<file path="config.mk">
export PLATFORM = sky130hd
export DESIGN_NAME = sample_loader
export DESIGN_NICKNAME = d
export VERILOG_FILES = /design/src/rtl/sample_loader_pkg.sv /design/src/rtl/sample_loader_word_packer.sv /design/src/rtl/sample_loader.sv
export SDC_FILE = /design/constraint.sdc
export NUM_CORES = 1
export LEC_CHECK = 0
export ABC_AREA = 1
export ABC_CLOCK_PERIOD_IN_PS = 3500
export CAP_MARGIN = 0
export CORE_MARGIN = 2
export CORE_UTILIZATION = 30
export CTS_CLUSTER_DIAMETER = 50
export DETAILED_ROUTE_END_ITERATION = 16
export GPL_TIMING_DRIVEN = 0
export PLACE_DENSITY = 0.45
export SYNTH_ARGS = -nofsm -noshare
export SYNTH_HDL_FRONTEND = slang
export SYNTH_SLANG_ARGS = --single-unit
</file>
<file path="constraint.sdc">
create_clock -name clk -period 3.5 [get_ports clk]
set_clock_uncertainty 0.15 [all_clocks]
set_input_delay 0.35 -clock clk [delete_from_list [all_inputs] [get_ports clk]]
set_output_delay 0.35 -clock clk [all_outputs]
set_load 0.03 [all_outputs]
</file>
<file path="src/rtl/sample_loader_pkg.sv">
// ---------------------------------------------------------------
// sample_loader_pkg : shared sizes and FSM encodings for the loader
// Rev 1.0
// ---------------------------------------------------------------
`default_nettype none

package sample_loader_pkg;

  localparam int SIZE  = 8;
  localparam int ELEMS = 8;
  localparam int DEPTH = 8;
  localparam int WORD  = SIZE * ELEMS;
  localparam int AW    = $clog2(DEPTH);
  localparam int EW    = $clog2(ELEMS);
  localparam int WCW   = AW + 1;

  localparam logic [1:0] ST_LOAD = 2'd0;
  localparam logic [1:0] ST_PAD  = 2'd1;
  localparam logic [1:0] ST_FULL = 2'd2;

endpackage

`default_nettype wire

</file>
<file path="src/rtl/sample_loader_word_packer.sv">
// ---------------------------------------------------------------
// sample_loader_word_packer : packs stream elements into one word
// Rev 1.0
// ---------------------------------------------------------------
`default_nettype none

module sample_loader_word_packer
  import sample_loader_pkg::*;
(
  input  logic            clk,
  input  logic            rstn,
  input  logic            clear_i,
  input  logic            push_i,
  input  logic [SIZE-1:0] data_i,
  input  logic            last_i,
  output logic [WORD-1:0] word_o,
  output logic            word_full_o,
  output logic            done_o
);

  logic [EW-1:0]   ecnt_q, ecnt_d;
  logic [WORD-1:0] pack_q, pack_d;

  // Slots above ecnt are always zero, so an early-closed word is zero-padded for free.
  always_comb begin
    word_o = pack_q;
    word_o[ecnt_q*SIZE +: SIZE] = data_i;
  end

  assign word_full_o = (ecnt_q == EW'(ELEMS - 1));
  assign done_o      = push_i && (word_full_o || last_i);

  always_comb begin
    pack_d = pack_q;
    ecnt_d = ecnt_q;
    if (clear_i || done_o) begin
      pack_d = '0;
      ecnt_d = '0;
    end else if (push_i) begin
      pack_d = word_o;
      ecnt_d = ecnt_q + 1'b1;
    end
  end

  always_ff @(posedge clk) begin
    if (!rstn) begin
      pack_q <= '0;
      ecnt_q <= '0;
    end else begin
      pack_q <= pack_d;
      ecnt_q <= ecnt_d;
    end
  end

endmodule

`default_nettype wire

</file>
<file path="src/rtl/sample_loader.sv">
// ---------------------------------------------------------------
// sample_loader : NN input buffer writer; loads, pads and holds one sample
// Rev 1.0
// ---------------------------------------------------------------
`default_nettype none

module sample_loader
  import sample_loader_pkg::*;
(
  input  logic            clk,
  input  logic            rstn,
  input  logic            in_valid_i,
  output logic            in_ready_o,
  input  logic [SIZE-1:0] in_data_i,
  input  logic            in_last_i,
  input  logic [AW-1:0]   rdaddr_i,
  output logic [WORD-1:0] rddata_o,
  output logic            full_o,
  input  logic            release_i,
  output logic            err_o
);

  logic [1:0]      state_q, state_d;
  logic [WCW-1:0]  wcnt_q, wcnt_d;
  logic            err_q, err_d;
  logic [WORD-1:0] buf_q [DEPTH];

  logic            w_xfer;
  logic            w_clear;
  logic [WORD-1:0] w_word;
  logic            w_word_full;
  logic            w_done;
  logic            w_last_word;
  logic            w_wr_en;
  logic [WORD-1:0] w_wr_data;

  assign in_ready_o  = (state_q == ST_LOAD);
  assign full_o      = (state_q == ST_FULL);
  assign err_o       = err_q;
  assign rddata_o    = buf_q[rdaddr_i];
  assign w_xfer      = in_valid_i && in_ready_o;
  assign w_clear     = full_o && release_i;
  assign w_last_word = (wcnt_q == WCW'(DEPTH - 1));

  sample_loader_word_packer u_packer (
    .clk         (clk),
    .rstn        (rstn),
    .clear_i     (w_clear),
    .push_i      (w_xfer),
    .data_i      (in_data_i),
    .last_i      (in_last_i),
    .word_o      (w_word),
    .word_full_o (w_word_full),
    .done_o      (w_done)
  );

  always_comb begin
    state_d   = state_q;
    wcnt_d    = wcnt_q;
    err_d     = err_q;
    w_wr_en   = 1'b0;
    w_wr_data = '0;
    case (state_q)
      ST_LOAD: begin
        if (w_done) begin
          w_wr_en   = 1'b1;
          w_wr_data = w_word;
          wcnt_d    = wcnt_q + 1'b1;
          // A clean frame ends exactly on the final element of the final word.
          if (in_last_i != (w_last_word && w_word_full)) err_d = 1'b1;
          if (w_last_word)    state_d = ST_FULL;
          else if (in_last_i) state_d = ST_PAD;
        end
      end
      ST_PAD: begin
        w_wr_en = 1'b1;
        wcnt_d  = wcnt_q + 1'b1;
        if (w_last_word) state_d = ST_FULL;
      end
      ST_FULL: begin
        if (release_i) begin
          state_d = ST_LOAD;
          wcnt_d  = '0;
        end
      end
      default: begin
        state_d = ST_LOAD;
        wcnt_d  = '0;
      end
    endcase
  end

  always_ff @(posedge clk) begin
    if (!rstn) begin
      state_q <= ST_LOAD;
      wcnt_q  <= '0;
      err_q   <= 1'b0;
      for (int i = 0; i < DEPTH; i++) buf_q[i] <= '0;
    end else begin
      state_q <= state_d;
      wcnt_q  <= wcnt_d;
      err_q   <= err_d;
      if (w_wr_en) buf_q[wcnt_q[AW-1:0]] <= w_wr_data;
    end
  end

endmodule

`default_nettype wire

</file>
After elaboration in Yosys (flattened, before gate mapping)

Memories as Yosys holds them, arrays and structs flattened.
Index checks and enable logic that the tools add are counted.

Output and inout port bits: 67
Bits in writable memories: 512
Input bits: 16
Flip-flop bits (word level): 74
Memories: 1

Memories:

| memory | depth | width | rd ports | clocked after Yosys merged registers in | write ports | line                | source |
|---|---|---|---|---|---|---|---|
| buf_q  | 8     | 64    | 1        | 0                                       | 8           | sample_loader.sv:26 | `logic [WORD-1:0] buf_q [DEPTH];` |

Bitwise logic cells: 1
Reduce and logical (&&, ||, !) cells: 12
$add $sub $neg: 3
Equal/unequal tests: 9
Shift operators: 2
Multiplexer cells: 21

Operator list:

| operator                  | number |
|---|---|
| $mux W64                  | 3 |
| $bwmux W64                | 1 |
| $reduce_or A64 Y1         | 1 |
| $shift A8 B34 Y64 const A | 1 |
| $shiftx A8 B34 Y64        | 1 |
| $neg A6 Y34               | 1 |
| $pmux W4 S3               | 1 |
| $mux W2                   | 5 |
| $mux W4                   | 2 |
| $mux W1                   | 6 |
| $pmux W2 S3               | 1 |
| $add A4 B1 Y4 const B     | 1 |
| $eq A4 B3 Y1 const B      | 1 |
| $logic_and A1 B1 Y1       | 4 |
| $ne A2 B1 Y1 const B      | 2 |
| $reduce_and A4 Y1         | 1 |
| $add A3 B1 Y3 const B     | 1 |
| $eq A3 B3 Y1 const B      | 1 |
| $mux W3                   | 1 |
| $ne A3 B1 Y1 const B      | 1 |
| $reduce_and A3 Y1         | 1 |
| $eq A2 B1 Y1 const B      | 1 |
| $eq A2 B2 Y1 const B      | 1 |
| $logic_not A2 Y1          | 1 |
| other kinds (7)           | 8 |

Depth between registers and ports, before layout

Gate-level depths: netlist of run 1.

Depth in word-level cells: 10
Gate-level depth with buffers: 14
Gate-level depth less buffers: 11

By module

Synthesis of run 1 repeated with hierarchy kept, for this count alone.

Cells, all modules: 2909
Area total of the unflattened synthesis: 26824.5 um2

Modules (own cells, without submodules):

| module                    | instances | area each (um2) | cells an instance |
|---|---|---|---|
| sample_loader             | 1         | 22938.2         | 2310 |
| sample_loader_word_packer | 1         | 3886.2          | 599 |

Worst setup path before layout of run 1

No wires, ideal clock.

Path type: register to register
Start point: register u_packer.ecnt_q[1]
End point: memory buf_q[0][0] (netlist bit), enable pin
Period minus slack after synthesis: 3.580 ns
Library setup time: 0.424 ns
Buffers on the path: 2
Arrival time: 3.006 ns
Stages on the path, launching flop included: 11
Slack: -0.080 ns
Data required time: 2.926 ns
Cells stage by stage: dfxtp_1 ha_1 ha_1 inv_1 nand2_1 nand2_2 a21oi_4 nand4_2 buf_4 buf_6 nand2_1

RTL lines:

| element                | line                            | source |
|---|---|---|
| from (decl)            | sample_loader_word_packer.sv:21 | `logic [EW-1:0] ecnt_q, ecnt_d;` |
| from (signal assigned) | sample_loader_word_packer.sv:51 | `ecnt_q <= ecnt_d;` |
| to (decl)              | sample_loader.sv:26             |  |

==> results of run 1 <==
==> repair_timing <==
action	4_1_cts	5_1_grt
setup buffers	0	12
endpoints found under the setup margin	167	711
pin swaps	0	12
gates resized for setup	163	47
==> cells by family after synthesis <==
logic type                 synth area share [%]
and+or+nand+nor                           19.95
DFF                                       62.70
xor gates and xnor gates                0.03259
adders and majority gates                0.2793
buffers and inverters                     5.497
AOI/OAI and AO/OA                         11.54
==> power groups by stage <==
stage / combinational [W] / sequential (W) / clock, W
after floorplan: 0.00105 / 0.00807 / 0
after global placement: 0.00178 / 0.00809 / 0
after detailed placement: 0.00183 / 0.00808 / 0
after CTS: 0.00180 / 0.00794 / 0.00871
after global routing: 0.00199 / 0.00796 / 0.00897
final: 0.00184 / 0.00794 / 0.00857
==> final timing paths <==
path	start	to	depth (start not counted)
setup reg to reg	u_packer.ecnt_q[0]	buf_q[2][48]	10
hold / removal	u_packer.pack_q[53]	u_packer.pack_q[53]	2
hold reg to reg	u_packer.pack_q[53]	u_packer.pack_q[53]	2
setup / recovery	u_packer.ecnt_q[0]	buf_q[2][48]	10
==> cells in the final DEF (no fill, tap or decap), types with 42 or more instances in the layout <==
cell type and count:
a21oi_1 139, a31oi_1 53, buf_6 42, clkbuf_1 104, clkbuf_16 81, dfxtp_1 74
dlygate4sd2_1 48, edfxtp_1 512, inv_1 78, nand2_1 352, nand3_1 68, nor2_1 874
o21ai_0 325
==> flip-flops by register name, summed over array words and instances, names as in the netlist <==
name and cells:
wcnt_q 4, u_packer.ecnt_q 3, u_packer.pack_q 64, err_o 1, buf_q 512, state_q 2
==> through the flow <==
stage	hold slack, ns	utilization, %	TNS, ns	power (W)	cell area, µm²
6_report	0.3117	36.77	0	0.01835	32590
5_1_grt	0.3277	36.77	-0.01218	0.01893	32590
4_1_cts	0.2876	36.45	0	0.01846	32310
3_5_place_dp	0.3056	33.17	-105.91	0.009911	29400
3_3_place_gp	0.3024	32.91	-600.76	0.009870	29170
2_1_floorplan	0.2919	-	0	0.009120	26900
==> layer usage <==
layer	vias up	GRT usage (%)	wire length, µm	share of wire (%)
met2	680	33.44	43980	47
met4	0	5.847	2565	2.7
met3	153	2.999	5340	5.7
met5	-	0	0	0
met1	10493	27.89	41850	45
li1	10083	-	-	-
==> worst max-delay path: cells and delay by family (launching register included) <==
family	cells	cell delay (ns)
AO/OA/AOI/OAI	1	0.36
adder cells (fa/ha/maj)	2	0.58
AND/OR/NAND/NOR	3	0.82
flip-flops	1	0.37
buffers and inverters	4	0.98
==> area by class of cell <==
| class | count | area share, % |
|---|---|---|
| Tap cell | 1165 | 4.473 |
| Clock inverter | 52 | 2.161 |
| Multi-Input combinational cell | 1960 | 27.10 |
| Inverter | 89 | 1.033 |
| Sequential cell | 586 | 51.72 |
| Buffer | 207 | 3.766 |
| Clock buffer | 96 | 6.423 |
| Timing Repair Buffer | 101 | 3.325 |
==> results.json, run 1 <==
{
  "synth_area_leaders": "edfxtp_1 (57%), nor2_1 (12%), o21ai_0 (6.3%)",
  "drt_first_pass_iters": 5,
  "synth_fp_nets": 2864,
  "cts_tree": "done",
  "worst_slack_ns": 0.07676,
  "seq_power_share_pct": 43.3,
  "routabilityCongestion": 0.8800,
  "fin_crit_ns": 3.423,
  "grt_usage_pct": 20.34,
  "hold_viol_final": 0,
  "yosys_register_bits": 586,
  "num-nets-final": 3048,
  "slew_headroom_pct": 32.50,
  "final-setup-viol-count": 0,
  "drive_above_1_share_pct": 10.77,
  "grt_first_pass_wirelength_mm": 138.0,
  "dieHeight_um": 303.3,
  "placementRows": 109,
  "endpoint_kind": "register",
  "cp-start-kind": "register",
  "criticalPathCategory": "reg -> reg",
  "hp-class": "reg -> reg",
  "cts.sinks": 586,
  "antenna_found_initial": 1,
  "dieArea_mm2": 0.09202,
  "max_slew.worst_pin.slew_ns": 1.008,
  "multi_input_area_mm2": 0.008832,
  "vias_per_cell": 5.030,
  "combPwrFrac_pct": 10.0,
  "fmax_ghz": 0.2921,
  "yosysUniqueCellTypes": 29,
  "start_util_pct": 30.32,
  "dp_hpwl_mm": 65.49,
  "ys.flop_type": "edfxtp_1",
  "wl_mm": 93.73,
  "drv_cap": 0,
  "r2r_setup_slack_ns": 0.08,
  "switching_share_pct": 26.09,
  "first_global_vias": 21089,
  "p_clk_share_pct": 46.7,
  "crit_path_max_fanout": 10,
  "synth_area_mm2": 0.02688,
  "cts.hold.buffers_added": 0,
  "avgSynthCellArea_um2": 9.459,
  "p_per_area_mw_per_mm2": 563.0,
  "ys_warn_count": 0,
  "drt-initial-drc-count": 1854,
  "cts.clk_slew.worst_paths_ns": 0.06,
  "yosys.area.top_type": "edfxtp_1",
  "syn_inst": 2842,
  "nFillCells": 8879,
  "yosysMostFrequentCell": "nor2_1",
  "final_cells": 4256,
  "diodes": 0,
  "intPower_w": 0.01356,
  "vias": 21409,
  "dpl.cell_count": 4096,
  "insertion_delay_ns": 0.63,
  "routedWlPerCell_um": 22.02,
  "synth.top_cell.area_share_pct": 57.19,
  "p_sw_w": 0.004787,
  "h-tree-depth": 3,
  "synth-async-reset-ratio_pct": 0,
  "area_delta_synth_final_pct": 21.24,
  "numCtsBuffers": 81,
  "cts_buffer_depth": 3,
  "slew_violations": 0,
  "grt_overflow": 0,
  "peakVddDrop_uv": 345.6,
  "grt_max_degree": 65,
  "port_buffers": 81,
  "core_mm2": 0.08865,
  "die_w_um": 303.3,
  "pin_count": 83,
  "max_stage_delay_ns": 0.48,
  "synth.yosys.seq_area_share_pct": 62.70,
  "route.detailed.drc": 0,
  "cts-root-buf": "clkbuf_16",
  "pre_cts_slack_ns": -1.606,
  "netlist_top_cells_count": "nor2_1 (877), edfxtp_1 (512), nand2_1 (376)",
  "min_period_over_period_pct": 97.81,
  "critical_path_required_ns": 3.83,
  "leakagePower_nw": 11.34,
  "synth_enable_flop_cells": 512,
  "ant_nets": 0,
  "slowest_stage": "clkbuf_1",
  "status": "complete, no violations",
  "worstPathCellList": "inv_2 > clkbuf_2 > ha_1 > ha_1 > inv_2 > clkbuf_1 > nand4_1 > o21ai_1 > nand2_1 > nor2_1",
  "arrival_ns": 3.76,
  "seqCellArea_mm2": 0.01686
}
(Power assumes the default switching activity.)
==> inputs of run 2 (changes only) <==
--- a/config.mk
+++ b/config.mk
@@ -6,7 +6,6 @@
 export NUM_CORES = 1
 export LEC_CHECK = 0
 export ABC_AREA = 1
-export ABC_CLOCK_PERIOD_IN_PS = 3500
 export CAP_MARGIN = 0
 export CORE_MARGIN = 2
 export CORE_UTILIZATION = 30
@@ -14,6 +13,8 @@
 export DETAILED_ROUTE_END_ITERATION = 16
 export GPL_TIMING_DRIVEN = 0
 export PLACE_DENSITY = 0.45
+export SETUP_SLACK_MARGIN = 0.3
+export SKIP_CTS_REPAIR_TIMING = 1
 export SYNTH_ARGS = -nofsm -noshare
 export SYNTH_HDL_FRONTEND = slang
 export SYNTH_SLANG_ARGS = --single-unit
==> run 2 against run 1 <==
Combinational power up 7%; core utilization up 0.68 points; sequential share of layout area down 0.94 points; wire length up 5.9%; sequential power about the same; non-clock buffer count up 15; sequential cell count unchanged; via count up 1.2%; first-iteration DRC count up 16%.
==> results.json, run 2 (same netlist as run 1, synthesis figures left out) <==
{
  "endpoint_kind": "output pin",
  "worst_slack_ns": 0.2974,
  "setup-tns-final_ns": 0,
  "diodes": 0,
  "min_period_over_period_pct": 91.50,
  "final_cell_area_mm2": 0.03319,
  "insertion_delay_ns": 0.64,
  "drt-initial-drc-count": 2154,
  "cp-start-kind": "input pin",
  "dp_hpwl_mm": 65.49,
  "cts_tree": "done",
  "slowest_stage": "a31oi_2",
  "p_per_area_mw_per_mm2": 557.3,
  "route.detailed.drc": 0,
  "num-nets-final": 3071,
  "slew_headroom_pct": 19.51,
  "grt_first_pass_wirelength_mm": 137.8,
  "nFillCells": 8824,
  "rsz0062_at_grt": "true",
  "wl_mm": 99.25,
  "area_delta_synth_final_pct": 23.48,
  "routabilityCongestion": 0.8800,
  "status": "complete, no violations",
  "die_w_um": 303.3,
  "dieArea_mm2": 0.09202,
  "mostFrequentLayoutCells": "nor2_1 (872), edfxtp_1 (512), nand2_1 (335)",
  "grt_overflow": 0,
  "leakagePower_nw": 11.99,
  "largestRegisters": "buf_q: 512 flops, u_packer.pack_q: 64 flops, wcnt_q: 4 flops",
  "grt_max_degree": 65,
  "vias_per_cell": 5.063,
  "dieHeight_um": 303.3,
  "cts.sinks": 586,
  "final-setup-viol-count": 0,
  "ant_nets": 0,
  "regMostFlops": "buf_q",
  "cts-root-buf": "clkbuf_16",
  "numCtsBuffers": 81,
  "core_mm2": 0.08865,
  "h-tree-depth": 3,
  "max_slew.worst_pin.slew_ns": 1.207,
  "largest_register_ffs": 512,
  "fin_crit_ns": 3.203,
  "slew_violations": 0,
  "pin_count": 83,
  "seqCellArea_mm2": 0.01686,
  "crit_path_max_fanout": 10,
  "dpl_cell_area_mm2": 0.02940,
  "vias": 21665,
  "antenna_found_initial": 0,
  "pre_cts_slack_ns": -1.606,
  "hold_viol_final": 0,
  "drive_above_1_share_pct": 13.42,
  "first_global_vias": 21019,
  "port_buffers": 81,
  "fmax_ghz": 0.3122,
  "routedWlPerCell_um": 23.19,
  "placementRows": 109,
  "peakVddDrop_uv": 346.5,
  "max_stage_delay_ns": 0.47,
  "criticalPathCategory": "in -> out",
  "worstPathCellList": "dlymetal6s2s_1 > buf_6 > buf_4 > clkbuf_4 > nor2_1 > nor2_1 > o21ai_0 > a31oi_2 > dlymetal6s2s_1",
  "hp-class": "reg -> reg",
  "multi_input_area_mm2": 0.009089,
  "layout_commonest_cell": "nor2_1",
  "critical_path_required_ns": 3.00,
  "arrival_ns": 2.70,
  "cts_buffer_depth": 3,
  "worst_hold_slack_ns": 0.3116,
  "start_util_pct": 30.32,
  "drv_cap": 0,
  "cts.clk_slew.worst_paths_ns": 0.06,
  "drt_first_pass_iters": 6,
  "grt_usage_pct": 20.30
}
==> run 2: cell count changes in the layout (fill, tap and decap cells not counted), moves of 8 or more <==
cell	delta
clkbuf_1	-15
clkbuf_2	+34
clkdlybuf4s15_2	-12
dlygate4sd2_1	-48
dlymetal6s2s_1	+43
nand2_1	-17
nand2_2	+14
nand2_4	+10
o21ai_1	-8
o21ai_2	+13
==> run 2: layout make-up <==
class | instances | area share, %
sequential | 586 | 50.78
multi-input combinational | 1968 | 27.38
clock buffer | 96 | 6.306
tap | 1165 | 4.391
timing repair buffer | 116 | 4.214
buffer | 207 | 3.781
clock inverter | 52 | 2.122
inverter | 89 | 1.022
==> run 2: layer usage <==
layer / up-vias / routed length [µm] / global-route usage, % / share of wire [%]
met1: 10657 / 43390 / 28.05 / 44
li1: 10134 / - / - / -
met3: 139 / 6236 / 2.806 / 6.3
met2: 735 / 47470 / 33.52 / 48
met5: - / 0 / 0 / 0
met4: 0 / 2151 / 5.299 / 2.2
==> run 2: path summary, 6_finish.rpt <==
check	startpoint	to	slack, ns	cells past startpoint
worst max register to register	u_packer.ecnt_q[0]	buf_q[3][14]	0.31	12
worst max-delay path	rdaddr_i[0]	rddata_o[0]	0.30	9
worst min register to register	u_packer.pack_q[10]	u_packer.pack_q[10]	0.31	2
worst min-delay path	u_packer.pack_q[10]	u_packer.pack_q[10]	0.31	2
==> run 2: worst max-delay path, delay by kind of cell <==
| family | cells | cell delay (ns) |
|---|---|---|
| buf+inv | 5 | 1.58 |
| compound gates | 2 | 0.58 |
| simple gates | 2 | 0.15 |
==> run 2: power breakdown <==
| part | internal (W) | switching (W) | leakage [nW] | total [W] |
|---|---|---|---|---|
| Clock | 0.00524 | 0.00335 | 1.35 | 0.00859 |
| Combinational | 0.000524 | 0.00145 | 4.74 | 0.00197 |
| Sequential | 0.00786 | 0.0000839 | 5.90 | 0.00794 |
==> run 2: stage by stage <==
stage,total power [W],std cells,utilization [%]
finish,0.01850,4279,37.44
global route,0.01905,4279,37.44
CTS,0.01849,4244,36.32
detailed placement,0.009911,4096,33.17
global placement,0.009870,4088,32.91
floorplan,0.009120,2842,-
==> inputs of run 3 (changes only) <==
--- a/config.mk
+++ b/config.mk
@@ -9,7 +9,7 @@
 export CAP_MARGIN = 0
 export CORE_MARGIN = 2
 export CORE_UTILIZATION = 30
-export CTS_CLUSTER_DIAMETER = 50
+export CTS_CLUSTER_DIAMETER = 150
 export DETAILED_ROUTE_END_ITERATION = 16
 export GPL_TIMING_DRIVEN = 0
 export PLACE_DENSITY = 0.45
==> run 3 against run 2 <==
Combinational power barely moved; die area did not move; total power fell by 6.3%; sequential cell count did not move; non-clock buffer count rose by 4; hold slack improved by 0.00066 ns; wire length fell by 1.5%; highest routed layer is now met5; sequential share of layout area rose by 0.65 points; critical path depth rose by 3; critical endpoint is now buf_q[0][24]; register-to-register slack got worse by 0.08 ns; clock-buffer cell count fell by 7.
==> results.json, run 3 (same netlist as run 1, synthesis figures left out) <==
{
  "grt_first_pass_wirelength_mm": 137.3,
  "largestRegisters": "buf_q: 512 flops, u_packer.pack_q: 64 flops, wcnt_q: 4 flops",
  "dpl_cell_area_mm2": 0.02940,
  "cts.clk_slew.worst_paths_ns": 0.06,
  "slew_headroom_pct": 10.55,
  "placementRows": 109,
  "area_delta_synth_final_pct": 21.91,
  "largest_register_ffs": 512,
  "regMostFlops": "buf_q",
  "insertion_delay_ns": 0.61,
  "crit_path_max_fanout": 10,
  "vias": 21423,
  "setup-tns-final_ns": 0,
  "routabilityCongestion": 0.8800,
  "dp_hpwl_mm": 65.49,
  "pin_count": 83,
  "final_cell_area_mm2": 0.03277,
  "pre_cts_slack_ns": -1.606,
  "first_global_vias": 20865,
  "hold_viol_final": 0,
  "arrival_ns": 3.57,
  "peakVddDrop_uv": 275.8,
  "num-nets-final": 3064,
  "max_stage_delay_ns": 0.50,
  "worst_slack_ns": 0.2325,
  "routedWlPerCell_um": 22.95,
  "antenna_found_initial": 1,
  "grt_overflow": 0,
  "numCtsBuffers": 70,
  "slew_violations": 0,
  "grt_usage_pct": 20.24,
  "worst_hold_slack_ns": 0.3123,
  "start_util_pct": 30.32,
  "post-route-util_pct": 36.97,
  "ant_nets": 0,
  "layout_commonest_cell": "nor2_1",
  "hp-class": "reg -> reg",
  "drv_cap": 0,
  "p_per_area_mw_per_mm2": 528.6,
  "port_buffers": 81,
  "cts_buffer_depth": 3,
  "drt_first_pass_iters": 7,
  "drive_above_1_share_pct": 12.54,
  "leakagePower_nw": 11.78,
  "vias_per_cell": 5.030,
  "core_mm2": 0.08865,
  "drt-initial-drc-count": 2009,
  "h-tree-depth": 3,
  "cts-root-buf": "clkbuf_16",
  "grt_max_degree": 65,
  "diodes": 0,
  "route.detailed.drc": 0,
  "dieHeight_um": 303.3,
  "wl_mm": 97.73,
  "endpoint_kind": "register",
  "cts_tree": "done",
  "rsz0062_at_grt": "true",
  "min_period_over_period_pct": 93.36,
  "cts.sinks": 586,
  "die_w_um": 303.3,
  "slowest_stage": "nor2_1",
  "final-setup-viol-count": 0,
  "dieArea_mm2": 0.09202,
  "max_slew.worst_pin.slew_ns": 1.342,
  "worstPathCellList": "inv_2 > clkbuf_2 > ha_1 > ha_1 > buf_2 > nor2_1 > inv_1 > nor2_1 > nand3_1 > nand2_1 > nand2_1 > nor2_1",
  "nFillCells": 8867,
  "cp-start-kind": "register",
  "mostFrequentLayoutCells": "nor2_1 (872), edfxtp_1 (512), nand2_1 (335)",
  "criticalPathCategory": "reg -> reg",
  "fmax_ghz": 0.3060,
  "critical_path_required_ns": 3.81,
  "status": "complete, no violations",
  "fin_crit_ns": 3.268,
  "crit_top_cell": "nor2_1"
}
==> run 3: cell count changes in the layout (fill, tap and decap cells not counted), sizes merged <==
cell,delta
dlymetal6s2s,-1
clkbuf,-1
bufinv,-4
inv,-6
clkinvlp,-3
buf,-1
clkinv,-4
==> run 3: metrics by stage <==
stage,total power (W),instances
after global placement,0.009870,4088
after global routing,0.01783,4259
final,0.01732,4259
after floorplan,0.009120,2842
after detailed placement,0.009911,4096
after CTS,0.01729,4220
==> run 3: layout make-up <==
| type | count | area (µm²) | share of cell area, % |
|---|---|---|---|
| timing repair buffer | 120 | 1455 | 4.440 |
| buffer | 207 | 1267 | 3.868 |
| tap | 1165 | 1458 | 4.448 |
| multi-input combinational | 1968 | 9110 | 27.80 |
| clock buffer | 89 | 1908 | 5.822 |
| clock inverter | 35 | 377.9 | 1.153 |
| inverter | 89 | 339.1 | 1.035 |
| sequential | 586 | 16860 | 51.44 |
==> run 3: final timing paths <==
check | from | end | slack (ns) | depth (start not counted)
setup / recovery | u_packer.ecnt_q[0] | buf_q[0][24] | 0.23 | 12
hold / removal | u_packer.pack_q[10] | u_packer.pack_q[10] | 0.31 | 2
setup reg to reg | u_packer.ecnt_q[0] | buf_q[0][24] | 0.23 | 12
hold reg to reg | u_packer.pack_q[10] | u_packer.pack_q[10] | 0.31 | 2
==> run 3: report_power, final <==
group          switching [W]  internal [W]  total (W)
Sequential         0.0000838       0.00785    0.00794
Combinational        0.00144      0.000532    0.00197
Clock                0.00298       0.00444    0.00742
Total                0.00450        0.0128     0.0173
==> run 3: routing by layer <==
metal	share of wire (%)	global-route usage (%)
met1	44	28.14
met2	48	33.49
met3	5.9	2.342
met4	2.1	5.451
met5	0.0072	0
==> run 3: worst max-delay path, delay by kind of cell, from the launching register on <==
kind	cells	cell delay [ns]
adders and majority gates	2	0.43
buffers and inverters	4	0.56
DFF	1	0.38
and+or+nand+nor	6	1.60
